## config.mk

```make
export PLATFORM = sky130hd
export DESIGN_NAME = stack_pop_assembler
export DESIGN_NICKNAME = d
export VERILOG_FILES = /design/src/rtl/stack_pop_assembler_pkg.sv /design/src/rtl/stack_pop_assembler.sv
export SDC_FILE = /design/constraint.sdc
export NUM_CORES = 1
export LEC_CHECK = 0
export BUFFER_PORTS_ARGS = -buffer_cell sky130_fd_sc_hd__buf_2
export CORE_AREA = 2 2 71 73
export DETAILED_ROUTE_END_ITERATION = 10
export DIE_AREA = 0 0 73 75
export PLACE_DENSITY_LB_ADDON = 0.25
export SYNTH_ARGS = -nofsm -noshare
export SYNTH_HDL_FRONTEND = slang
export SYNTH_SLANG_ARGS = --single-unit
```

## constraint.sdc

```tcl
create_clock -name clk -period 2.5 [get_ports clk]
set_clock_uncertainty 0.1 [all_clocks]
set_input_delay 0.625 -clock clk [delete_from_list [all_inputs] [get_ports clk]]
set_output_delay 0.625 -clock clk [all_outputs]
set_load 0.01 [all_outputs]
```

## src/rtl/stack_pop_assembler_pkg.sv

```systemverilog
// Shared definitions for the stack-pop return path: FSM states, pop modes
// and the default bus/PC/flag widths used by the memory stage and SP unit.
package stack_pkg;

  typedef enum logic [1:0] {
    IDLE    = 2'd0,
    FLAGS   = 2'd1,
    COLLECT = 2'd2
  } state_t;

  localparam logic MODE_POP_PC       = 1'b0;
  localparam logic MODE_POP_PC_FLAGS = 1'b1;

  localparam int unsigned DEF_BUS_W  = 16;
  localparam int unsigned DEF_OUT_W  = 32;
  localparam int unsigned DEF_FLAG_W = 3;

  function automatic int unsigned cnt_width(input int unsigned beats);
    return (beats <= 1) ? 1 : $clog2(beats);
  endfunction

endpackage

```

## src/rtl/stack_pop_assembler.sv

```systemverilog
// Assembles a return PC (optionally preceded by a flags word) from narrow
// stack-pop beats, most-significant beat first, with single-cycle strobes.
module stack_pop_assembler
  import stack_pkg::*;
#(
  parameter int unsigned BUS_W  = DEF_BUS_W,
  parameter int unsigned OUT_W  = DEF_OUT_W,
  parameter int unsigned FLAG_W = DEF_FLAG_W
) (
  input  logic              clk,
  input  logic              rst_n,
  input  logic              start,
  input  logic              mode,
  input  logic              abort,
  input  logic              in_valid,
  input  logic [BUS_W-1:0]  in_data,
  output logic              busy,
  output logic [OUT_W-1:0]  pc_out,
  output logic              pc_valid,
  output logic [FLAG_W-1:0] flags_out,
  output logic              flags_valid
);

  localparam int unsigned BEATS = OUT_W / BUS_W;
  localparam int unsigned CNT_W = cnt_width(BEATS);
  localparam logic [CNT_W-1:0] LAST_BEAT = CNT_W'(BEATS - 1);

  state_t              r_state;
  logic [CNT_W-1:0]    r_cnt;
  logic [OUT_W-1:0]    r_shadow;
  logic [OUT_W-1:0]    r_pc;
  logic [FLAG_W-1:0]   r_flags;
  logic                r_pc_valid;
  logic                r_flags_valid;
  logic [OUT_W-1:0]    w_merged;

  // Shadow with the current beat dropped into its slot; constant slices only.
  always_comb begin
    w_merged = r_shadow;
    for (int unsigned k = 0; k < BEATS; k++) begin
      if (r_cnt == CNT_W'(k)) begin
        w_merged[OUT_W-1-k*BUS_W -: BUS_W] = in_data;
      end
    end
  end

  always_ff @(posedge clk or negedge rst_n) begin
    if (!rst_n) begin
      r_state       <= IDLE;
      r_cnt         <= '0;
      r_shadow      <= '0;
      r_pc          <= '0;
      r_flags       <= '0;
      r_pc_valid    <= 1'b0;
      r_flags_valid <= 1'b0;
    end else begin
      r_pc_valid    <= 1'b0;
      r_flags_valid <= 1'b0;
      if (abort) begin
        r_state  <= IDLE;
        r_cnt    <= '0;
        r_shadow <= '0;
      end else begin
        case (r_state)
          IDLE: begin
            if (start) begin
              r_cnt    <= '0;
              r_shadow <= '0;
              r_state  <= (mode == MODE_POP_PC_FLAGS) ? FLAGS : COLLECT;
            end
          end
          FLAGS: begin
            if (in_valid) begin
              r_flags       <= in_data[FLAG_W-1:0];
              r_flags_valid <= 1'b1;
              r_cnt         <= '0;
              r_state       <= COLLECT;
            end
          end
          COLLECT: begin
            if (in_valid) begin
              if (r_cnt == LAST_BEAT) begin
                r_pc       <= w_merged;
                r_pc_valid <= 1'b1;
                r_shadow   <= '0;
                r_cnt      <= '0;
                r_state    <= IDLE;
              end else begin
                r_shadow <= w_merged;
                r_cnt    <= r_cnt + 1'b1;
              end
            end
          end
          default: r_state <= IDLE;
        endcase
      end
    end
  end

  assign busy        = (r_state != IDLE);
  assign pc_out      = r_pc;
  assign pc_valid    = r_pc_valid;
  assign flags_out   = r_flags;
  assign flags_valid = r_flags_valid;

endmodule

```

==> flow_summary.json <==
{
  "gp_congestion": 0.714,
  "peakVddDrop_mv": 0.283,
  "fp.dieW_um": 73,
  "syn_to_final_growth_pct": 16.4,
  "rsz0062_at_grt": "false",
  "diodes": 0,
  "max_cap_violations": 0,
  "yosysSeqAreaShare_pct": 56.2,
  "clkPwrFrac_pct": 29.6,
  "whs_ns": 0.343,
  "synth_top_cell_by_area": "dfrtp_1",
  "numPlacedInstances": 283,
  "num-fill-cells": 359,
  "post_cts_buffers": 0,
  "cp_data_arrival_time_ns": 1.22,
  "grt_max_degree": 57,
  "wl_per_cell_um": 15.3,
  "p_comb_share_pct": 13.2,
  "coreArea_um2": 4660,
  "finalSetupTns_ns": 0,
  "antenna_found_initial": 0,
  "io_buffers": 59,
  "final_net_count": 258,
  "avgViaCountPerCell": 5.09,
  "drtAntennaViolNets": 0,
  "syn_area_per_cell_um2": 14.3,
  "synth_edf_count": 0,
  "swShare_pct": 25.0,
  "synthTopCellsByArea": "dfrtp_1 (56%), mux2_4 (17%), mux2i_1 (6.4%)",
  "power_leakage_nw": 1.63,
  "tightest_slew_ns": 0.692,
  "critPathKind": "reg2out",
  "syn-cell-area_um2": 2490,
  "worst-r2r-cell-count": 4,
  "ys_warn_count": 0,
  "relSlewSlack_pct": 53.8,
  "ys.flop_type": "dfrtp_1",
  "power_density_nw_per_um2": 592,
  "start_util_pct": 53.5,
  "r2r-start": "r_state[1]",
  "finalSetupViolCount": 0,
  "slew_viol_final": 0,
  "syn-num-nets": 197,
  "numCtsBuffers": 5,
  "tritoncts": "yes",
  "synth_top_area_share_pct": 56.2,
  "period_needed_ns": 1.95,
  "cts.sinks": 56,
  "remaining_drc_errors": 0,
  "cts_buffer_depth": 2,
  "run_status": "finished clean",
  "end_kind": "primary output",
  "fin_cells": 291,
  "rows": 25,
  "hold_path_class": "in2async",
  "seqPwrFrac_pct": 57.2,
  "cp-startpoint": "r_state[1]",
  "dpl.hpwl_um": 3070,
  "dr.pass1.iters": 4,
  "ys_types": 26,
  "gr-usage-all-layers_pct": 18.0,
  "grt_pass1_wl_um": 7490,
  "required_ns": 1.77,
  "drive_above_1_share_pct": 48.1,
  "finalWirelength_um": 4460,
  "async_flop_share_pct": 100,
  "cts-root-buf": "clkbuf_8",
  "cts_resized": 0,
  "finalCritPeriodShare_pct": 77.9,
  "cts-hold-fix-buffers": 0,
  "die-height_um": 75,
  "total_power_mw": 1.72,
  "ys_ff_latch": 56,
  "synth.most_common_cell": "dfrtp_1",
  "dieArea_um2": 5480,
  "p_sw_uw": 429,
  "ios": 60,
  "finalHoldViolCount": 0,
  "routed-via-count": 1480,
  "postLayoutCoreUtil_pct": 62.3,
  "p_int_mw": 1.29,
  "clk_pin_slew_ns": 0.09,
  "synth_cells": 175,
  "grt_pass1_vias": 1493,
  "reg2reg_slack_ns": 0.60,
  "insertion_delay_ns": 0.31,
  "gr-total-overflow": 0,
  "synthTopCellsByCount": "dfrtp_1 (56), mux2_4 (29), nand2_1 (18), nand2b_1 (18), mux2i_1 (16)",
  "critical_path.max_fanout": 11,
  "cts.htree.levels": 2,
  "max_freq_mhz": 513,
  "rr_endpoint": "pc_out[8]",
  "start_kind": "flip-flop",
  "drtIter0Drc": 110
}
## flip-flops by register name, summed over array words and instances (netlist names)
signal       count
flags_out        3
flags_valid      1
pc_valid         1
r_state          2
pc_out          32
r_cnt            1
r_shadow        16
## layer usage
layer	GRT usage, %	part of all wire, %	vias to the layer above
met2	27.0	46	41
met4	7.41	1.2	0
met3	3.21	4.0	7
li1	-	-	709
met1	26.1	49	723
met5	0	0	-
## worst max-delay path, cell delays in order, from the launching register on
cell and delay (ns):
dfrtp_1 0.51, nor2_1 0.19, inv_1 0.07, buf_2 0.14
## worst max path at each step
stage / endpoint / slack, ns / depth (start not counted)
floorplan: pc_out[0] / 0.70 / 5
global placement: pc_out[8] / 0.43 / 5
detailed placement: pc_out[6] / 0.39 / 5
CTS: busy / 0.56 / 3
global route: busy / 0.47 / 3
finish: busy / 0.55 / 3
## cells in the final DEF, fill, tap and decap left out, types with 2 or more instances in the layout
cell type  instances
buf_4              6
nand2b_1          18
inv_1              3
nor2_1             2
clkinv_2           2
clkbuf_8           6
dfrtp_1           56
mux2_2             6
buf_2             59
nand2_1           18
a21oi_1            2
nor3_1             2
mux2i_1           16
mux2_4            29
## power groups by stage
stage / clock network, mW / logic [mW] / registers (mW)
finish: 0.508 / 0.227 / 0.983
global route: 0.559 / 0.249 / 0.990
CTS: 0.520 / 0.231 / 0.983
detailed placement: 0 / 0.231 / 1.00
global placement: 0 / 0.229 / 0.999
floorplan: 0 / 0.120 / 1.01
## final cells by class
cell class	count	area, µm²	area share (%)
multi-input cells	104	971	33.4
repair buffers	66	360	12.4
flip-flops and latches	56	1400	48.3
inverters	3	11.3	0.388
clock inverters	2	10.0	0.345
clock buffers	6	82.6	2.84
well taps	54	67.6	2.33
## through the flow
stage | worst slack (ns) | area (µm²)
final | 0.552 | 2900
after global routing | 0.466 | 2900
after floorplan | 0.704 | 2490
after detailed placement | 0.391 | 2810
after global placement | 0.428 | 2810
after CTS | 0.561 | 2900
## cell families after synthesis
| logic type | after synthesis | share of synthesized area [%] |
|---|---|---|
| AND/OR/NAND/NOR | 46 | 10.4 |
| multiplexers | 51 | 26.6 |
| buffers and inverters | 15 | 4.96 |
| AO/OA/AOI/OAI | 7 | 1.91 |
| flip-flops | 56 | 56.2 |
(Power assumes the default switching activity.)
